## src/rtl/seq_stage_ctrl.sv

```systemverilog
// Multi-cycle stage sequencer for the Y86-64 SEQ core: walks each instruction
// through F/D/E/M/W/PC, handshakes with imem/dmem and tracks status and counters.
module seq_stage_ctrl #(
   parameter int MEM_TIMEOUT = 16,
   parameter int CNT_W       = 32
) (
   input  logic             clk_i,
   input  logic             rst_n_i,
   input  logic             start_i,
   input  logic [3:0]       icode_i,
   input  logic             imem_ack_i,
   input  logic             imem_error_i,
   input  logic             dmem_ack_i,
   input  logic             dmem_error_i,
   output logic             imem_req_o,
   output logic             dmem_req_o,
   output logic             dmem_we_o,
   output logic             d_en_o,
   output logic             e_en_o,
   output logic             cc_en_o,
   output logic             w_en_o,
   output logic             pc_en_o,
   output logic [2:0]       stat_o,
   output logic             running_o,
   output logic [CNT_W-1:0] cycle_cnt_o,
   output logic [CNT_W-1:0] instret_o
);

   localparam int WAIT_W = (MEM_TIMEOUT < 2) ? 1 : $clog2(MEM_TIMEOUT + 1);
   localparam logic [WAIT_W-1:0] WAIT_LAST = WAIT_W'(MEM_TIMEOUT - 1);

   localparam logic [2:0] STAT_AOK = 3'd1;
   localparam logic [2:0] STAT_HLT = 3'd2;
   localparam logic [2:0] STAT_ADR = 3'd3;
   localparam logic [2:0] STAT_INS = 3'd4;

   localparam logic [3:0] IC_HALT   = 4'h0;
   localparam logic [3:0] IC_RMMOVQ = 4'h4;
   localparam logic [3:0] IC_MRMOVQ = 4'h5;
   localparam logic [3:0] IC_OPQ    = 4'h6;
   localparam logic [3:0] IC_CALL   = 4'h8;
   localparam logic [3:0] IC_RET    = 4'h9;
   localparam logic [3:0] IC_PUSHQ  = 4'hA;
   localparam logic [3:0] IC_POPQ   = 4'hB;

   typedef enum logic [2:0] {
      S_IDLE, S_FETCH, S_DECODE, S_EXEC, S_MEM, S_WBACK, S_PCUPD, S_HALT
   } state_t;

   state_t            r_state, w_state_nxt;
   logic [2:0]        r_stat, w_stat_nxt;
   logic [3:0]        r_icode, w_icode_nxt;
   logic [WAIT_W-1:0] r_wait, w_wait_nxt;
   logic [CNT_W-1:0]  r_cycle, r_instret;
   logic              w_is_mem, w_is_wr, w_timeout;

   // icode classes are taken from the latched icode so outputs stay Moore
   always_comb begin
      w_is_mem = 1'b0;
      w_is_wr  = 1'b0;
      case (r_icode)
         IC_RMMOVQ, IC_CALL, IC_PUSHQ: begin w_is_mem = 1'b1; w_is_wr = 1'b1; end
         IC_MRMOVQ, IC_RET,  IC_POPQ:  w_is_mem = 1'b1;
         default: ;
      endcase
   end

   assign w_timeout = (r_wait == WAIT_LAST);

   always_comb begin
      w_state_nxt = r_state;
      w_stat_nxt  = r_stat;
      w_icode_nxt = r_icode;
      w_wait_nxt  = r_wait;
      case (r_state)
         S_IDLE: begin
            if (start_i) begin
               w_state_nxt = S_FETCH;
               w_wait_nxt  = '0;
            end
         end
         S_FETCH: begin
            if (imem_ack_i) begin
               if (imem_error_i) begin
                  w_stat_nxt  = STAT_ADR;
                  w_state_nxt = S_HALT;
               end else if (icode_i > IC_POPQ) begin
                  w_stat_nxt  = STAT_INS;
                  w_state_nxt = S_HALT;
               end else begin
                  w_icode_nxt = icode_i;
                  w_state_nxt = S_DECODE;
               end
            end else if (w_timeout) begin
               w_stat_nxt  = STAT_ADR;
               w_state_nxt = S_HALT;
            end else begin
               w_wait_nxt = r_wait + 1'b1;
            end
         end
         S_DECODE: begin
            if (r_icode == IC_HALT) begin
               w_stat_nxt  = STAT_HLT;
               w_state_nxt = S_HALT;
            end else begin
               w_state_nxt = S_EXEC;
            end
         end
         S_EXEC: begin
            if (w_is_mem) begin
               w_state_nxt = S_MEM;
               w_wait_nxt  = '0;
            end else begin
               w_state_nxt = S_WBACK;
            end
         end
         S_MEM: begin
            // an ack in the same cycle as the timeout still completes the access
            if (dmem_ack_i) begin
               if (dmem_error_i) begin
                  w_stat_nxt  = STAT_ADR;
                  w_state_nxt = S_HALT;
               end else begin
                  w_state_nxt = S_WBACK;
               end
            end else if (w_timeout) begin
               w_stat_nxt  = STAT_ADR;
               w_state_nxt = S_HALT;
            end else begin
               w_wait_nxt = r_wait + 1'b1;
            end
         end
         S_WBACK: w_state_nxt = S_PCUPD;
         S_PCUPD: begin
            w_state_nxt = S_FETCH;
            w_wait_nxt  = '0;
         end
         S_HALT:  w_state_nxt = S_HALT;
         default: w_state_nxt = S_IDLE;
      endcase
   end

   always_ff @(posedge clk_i or negedge rst_n_i) begin
      if (!rst_n_i) begin
         r_state <= S_IDLE;
         r_stat  <= STAT_AOK;
         r_icode <= '0;
         r_wait  <= '0;
      end else begin
         r_state <= w_state_nxt;
         r_stat  <= w_stat_nxt;
         r_icode <= w_icode_nxt;
         r_wait  <= w_wait_nxt;
      end
   end

   always_ff @(posedge clk_i or negedge rst_n_i) begin
      if (!rst_n_i) begin
         r_cycle   <= '0;
         r_instret <= '0;
      end else begin
         if (running_o)          r_cycle   <= r_cycle + 1'b1;
         if (r_state == S_PCUPD) r_instret <= r_instret + 1'b1;
      end
   end

   always_comb begin
      imem_req_o = 1'b0;
      dmem_req_o = 1'b0;
      dmem_we_o  = 1'b0;
      d_en_o     = 1'b0;
      e_en_o     = 1'b0;
      cc_en_o    = 1'b0;
      w_en_o     = 1'b0;
      pc_en_o    = 1'b0;
      case (r_state)
         S_FETCH:  imem_req_o = 1'b1;
         S_DECODE: d_en_o     = 1'b1;
         S_EXEC: begin
            e_en_o  = 1'b1;
            cc_en_o = (r_icode == IC_OPQ);
         end
         S_MEM: begin
            dmem_req_o = 1'b1;
            dmem_we_o  = w_is_wr;
         end
         S_WBACK:  w_en_o     = 1'b1;
         S_PCUPD:  pc_en_o    = 1'b1;
         default: ;
      endcase
   end

   assign running_o   = (r_state != S_IDLE) && (r_state != S_HALT);
   assign stat_o      = r_stat;
   assign cycle_cnt_o = r_cycle;
   assign instret_o   = r_instret;

endmodule

```

## config.mk

```make
export PLATFORM = sky130hd
export DESIGN_NAME = seq_stage_ctrl
export DESIGN_NICKNAME = d
export VERILOG_FILES = /design/src/rtl/seq_stage_ctrl.sv
export SDC_FILE = /design/constraint.sdc
export NUM_CORES = 1
export LEC_CHECK = 0
export CORE_MARGIN = 3
export CORE_UTILIZATION = 55
export DETAILED_ROUTE_END_ITERATION = 10
export DONT_BUFFER_PORTS = 1
export GPL_TIMING_DRIVEN = 0
export PLACE_DENSITY = 0.73
export SYNTH_ARGS = -nofsm -noshare
export SYNTH_HDL_FRONTEND = slang
export SYNTH_SLANG_ARGS = --single-unit
export TNS_END_PERCENT = 5
```

## constraint.sdc

```tcl
create_clock -name clk_i -period 2.8 [get_ports clk_i]
set_clock_uncertainty 0.2 [all_clocks]
set_input_delay 0 -clock clk_i [delete_from_list [all_inputs] [get_ports clk_i]]
set_output_delay 0 -clock clk_i [all_outputs]
set_load 0.005 [all_outputs]
```

# [Word-level counts from Yosys, hierarchy flattened]
# Index checks and enable logic that the tools add are counted.
[classes] n_addsub=3 order_cmp=1 n_eq_ne=23 n_mux=34 bitwise=2 reduce_logical=11
[ops] cell="$add A32 B1 Y32 const B" count=2
[ops] cell="$mux W3" count=14
[ops] cell="$mux W5" count=5
[ops] cell="$pmux W5 S5" count=1
[ops] cell="$pmux W3 S8" count=1
[ops] cell="$eq A4 B4 Y1 const B" count=4
[ops] cell="$eq A3 B3 Y1 const B" count=4
[ops] cell="$eq A4 B3 Y1 const B" count=3
[ops] cell="$mux W1" count=11
[ops] cell="$ne A2 B2 Y1 const B" count=5
[ops] cell="$pmux W3 S3" count=1
[ops] cell="$reduce_and A4 Y1" count=2
[ops] cell="$eq A3 B2 Y1 const B" count=2
[ops] cell="$ne A3 B3 Y1 const B" count=2
[ops] cell="$reduce_bool A3 Y1" count=2
[ops] cell="$reduce_or A6 Y1" count=1
[ops] cell="$add A5 B1 Y5 const B" count=1
[ops] cell="$eq A5 B4 Y1 const B" count=1
[ops] cell="$reduce_and A5 Y1" count=1
[ops] cell="$reduce_bool A5 Y1" count=1
[ops] cell="$gt A4 B4 Y1 const B" count=1
[ops] cell="$logic_not A4 Y1" count=1
[ops] cell="$ne A4 B4 Y1 const B" count=1
[ops] cell="$eq A3 B1 Y1 const B" count=1
[ops] cell="5 further kinds" count=6
[totals] ff_bits=79 input_bits=11 out_inout_bits=76 elab_cells=80

# [Depth between registers and ports, before layout]
[depth] depth_word=5 ltp_mapped=9 depth_no_buf=8

# [Worst setup path before layout]
# No wires, ideal clock.
[synth_path] path_kind="flip-flop to flip-flop" start="register r_wait[0]" end="register r_wait[3]" setup_ps=128 arrival_time_ps=1617 t_required_ps=2472 path_slack_ps=855 path_stages_with_launch=9 path_buffers=1 synth_period_minus_slack_ps=1945 path_cell_list="dfrtp_1 -> ha_1 -> and3_1 -> ha_1 -> clkbuf_1 -> nand4b_1 -> and2_1 -> o21ai_0 -> o31ai_1"
[synth_via] elab_chain_len=4 elab_cells_between_ends=6 cone_classes="1 x add/sub; 1 x eq/ne; 4 x mux"
[synth_lines] item="from (decl)" line="53" rtl="logic [WAIT_W-1:0] r_wait, w_wait_nxt;"
[synth_lines] item="from (signal assigned)" line="153" rtl="r_wait <= w_wait_nxt;"
[synth_lines] item="$add A5 B1 Y5 or $eq A5 B4 Y1 (tied branches)" line="98, 130, 68"
[synth_lines] item="$mux W5 *" line="94, 126"
[synth_lines] item="$mux W5, on equally long branches" line="119, 83"
[synth_lines] item="$pmux W5 S5 *" line="75" rtl="case (r_state)"
# Mark *: on every way between the ends. The rest lies on a longest branch, timed or not. The select of a mux whose other input is x is not followed.
# A chain may end at the register's enable or synchronous reset.

# [Worst setup path after layout]
[layout_path] start="register r_state[2]" end="register r_state[1]"
[layout_via] elab_chain_len=2 elab_cells_between_ends=10 cone_classes="8 x eq/ne; 1 x mux; 1 x reduce/logical"
[layout_lines] item="from (decl)" line="50" rtl="state_t r_state, w_state_nxt;"
[layout_lines] item="from (signal assigned)" line="150" rtl="r_state <= w_state_nxt;"
[layout_lines] item="$eq A3 B3 Y1 (tied with other cells)" line="75"
[layout_lines] item="$pmux W3 S8 or $ne A2 B2 Y1 (tied branches)"
# Parallel ways exist; a longest one is shown, timed or not.

==> results.ini <==
[worst_setup_path]
arrival_ns=2.70
cp_cell_sequence=buf_4, buf_2, a32oi_1, dlygate4sd3_1, a21oi_1, dlygate4sd3_1, a211o_1
critPathLaunchType=register
criticalPathCategory=register to register
cpMostUsedCell=dlygate4sd3_1
required_ns=2.82
crit_path_top_delay_cell=dlygate4sd3_1
critPathCaptureType=register
cp_slowest_stage_delay_ns=0.58
critical_path.max_fanout=10

[yosys]
synthTopCellsByArea=dfrtp_1 51%, xnor2_1 11%, nand3_1 3.5%
avgSynthCellArea_um2=10.8
yosysTopAreaCellShare_pct=51.2
synth-edff-count=0
synthCells=354
ys_warn_count=0
ys_seq_area_share_pct=51.9
yosysUniqueCellTypes=50
syn_nets=369
synth-seq-cells=79
ys_top_cells_by_count=78 x dfrtp_1, 48 x xnor2_1, 32 x nand2_1, 27 x nand3_1, 26 x nor2_1
synth_ff_type=dfrtp_1
synth.most_common_cell=dfrtp_1
async_flop_share_pct=100
syn-cell-area_um2=3810
synth_area_leader_cell=dfrtp_1

[outcome]
status=finished, final reports clean

[detailed_routing]
num_vias=2705
antenna_left=0
drc=0
wl_per_cell_um=16.4
viasPerCell=5.82
drt_iter0_markers=107
routed_wirelength_um=7620
drt_first_pass_iters=5

[finish]
layout-drive-gt1-share_pct=10.8
final_cells=465
antenna_cells=0
syn_to_final_growth_pct=13.7
nets=398

[global_routing]
grt-ovfl-total=0
grt_usage_pct=20.0
antenna_found_initial=0
grt_pass1_wl_um=12500
grt_pass1_vias=2686
grt_max_degree=80

[sta]
relSlewSlack_pct=69.2
period_share_pct=95.6
maxSlewViolCount=0
worst_pin_slew_ns=0.462
hold_viol=0
min_period_ns=2.68
max_freq_mhz=374
rsz0062_at_grt=false
tns_ns=0
setup_viol=0

[clock_network]
cts_buffers=9
path_clk_slew_ns=0.08
cts_root_buf=clkbuf_8
post_cts_resized=0
cts_buffer_depth=2
htreeDepth=3
cts.sinks=79
cts_tree=built
worst_skew_pair.late_latency_ns=0.33

[floorplanning]
die_x_um=89.3
die_y_um=89.3
initial_utilization_pct=58.4
die_area_um2=7970
core_um2=6530
io_pins=87
rows=29

[power]
p_switching_mw=1.00
power_density_nw_per_um2=748
power_frac_clock_pct=29.0
p_leak_nw=1.95
combPwrFrac_pct=24.6
swShare_pct=30.9
p_int_mw=2.24
finalPower_mw=3.24
ir_drop_mv=0.547
seqPwrFrac_pct=46.4

[place]
place_hpwl_um=5370
place_congestion=0.870
port_buffers=0
dp_cells=431

[hold_path]
hold_path.class=input port to async pin

[flow_run]
maxCapViolations=0

per-stage QoR:
stage | cell area, um2 | worst slack, ns | hold slack, ns | utilization (%)
2_1_floorplan | 3810 | 0.855 | -0.496 | -
3_3_place_gp | 3910 | 0.677 | -0.494 | 59.9
3_5_place_dp | 3910 | 0.671 | -0.494 | 59.9
4_1_cts | 4340 | 0.206 | 0.0590 | 66.4
5_1_grt | 4340 | 0.00211 | 0.0636 | 66.4
6_report | 4340 | 0.123 | 0.0447 | 66.4
cell families (layout without fill, tap and decap cells):
group           after synthesis  in the layout  share of synthesized area [%]
compound gates               32             32                           5.58
buf+inv                      17             51                           2.33
mux                           7              7                           2.07
flops                        79             79                           51.9
simple gates                152            152                           22.4
fa+ha+maj                     4              4                           1.31
xor+xnor                     63             63                           14.5
cells in the final DEF (no fill, tap or decap), drive strengths merged, types with 6 or more instances in the layout:
master | netlist | final
and4 | 10 | 10
dlygate4sd3 | 0 | 17
o21ai | 9 | 9
and3 | 6 | 6
clkbuf | 4 | 15
nand2 | 32 | 32
xor2 | 15 | 15
nand4 | 14 | 14
nand3 | 27 | 27
mux2 | 7 | 7
and2 | 6 | 6
nand2b | 8 | 8
xnor2 | 48 | 48
dfrtp | 78 | 78
buf | 6 | 7
nor2 | 28 | 28
inv | 7 | 8
power by group through the flow:
stage	Clock, mW	Combinational, mW	Sequential (mW)
CTS	0.972	0.799	1.51
global route	1.04	0.909	1.53
floorplan	0	0.605	1.48
global placement	0	0.698	1.52
detailed placement	0	0.717	1.53
finish	0.941	0.797	1.51
sequential cells by signal (all words and copies together) (netlist names):
register     cells
cycle_cnt_o     32
instret_o       32
r_wait           5
r_icode          4
r_state          3
stat_o           3
layout make-up:
type	count	area, um2
Buffer	10	62.6
Clock buffer	11	151
Clock inverter	5	78.8
Fill cell	508	2190
Inverter	7	26.3
Multi-Input combinational cell	258	1750
Sequential cell	79	1980
Tap cell	77	96.3
Timing Repair Buffer	18	198
routing by layer:
metal  vias up  global-route usage (%)  wire [um]
met4         0                    5.55         46
met2        74                    32.8       3730
met3         4                    7.93        581
li1       1287                       -          -
met1      1340                    24.7       3260
met5         -                       0          0
final timing paths:
path                                        startpoint                         to  slack [ns]  cells after the start
min in group clk_i                          icode_i[3]     r_icode[3]$_DFFE_PN0P_        0.27                      2
worst max register to register  r_state[2]$_DFFE_PN0N_     r_state[1]$_DFFE_PN0N_        0.12                      7
worst min register to register   r_wait[4]$_DFFE_PN0P_      r_wait[4]$_DFFE_PN0P_        0.28                      1
worst min-delay path                           rst_n_i  instret_o[28]$_DFFE_PN0P_        0.04                      2
max in group asynchronous                      rst_n_i      stat_o[0]$_DFFE_PN1P_        2.01                      2
worst max-delay path            r_state[2]$_DFFE_PN0N_     r_state[1]$_DFFE_PN0N_        0.12                      7
what timing repair did:
| action | in CTS | in global routing |
|---|---|---|
| hold endpoints to repair | 92 | 0 |
| setup buffers | 0 | 0 |
| hold buffers | 18 | 0 |
worst max-delay path: cells and delay by family, from the launching register on:
| family | cells | cell delay (ns) |
|---|---|---|
| AO/OA/AOI/OAI | 3 | 0.50 |
| buffers and inverters | 4 | 1.51 |
| flip-flops | 1 | 0.36 |
(Power assumes the default switching activity.)
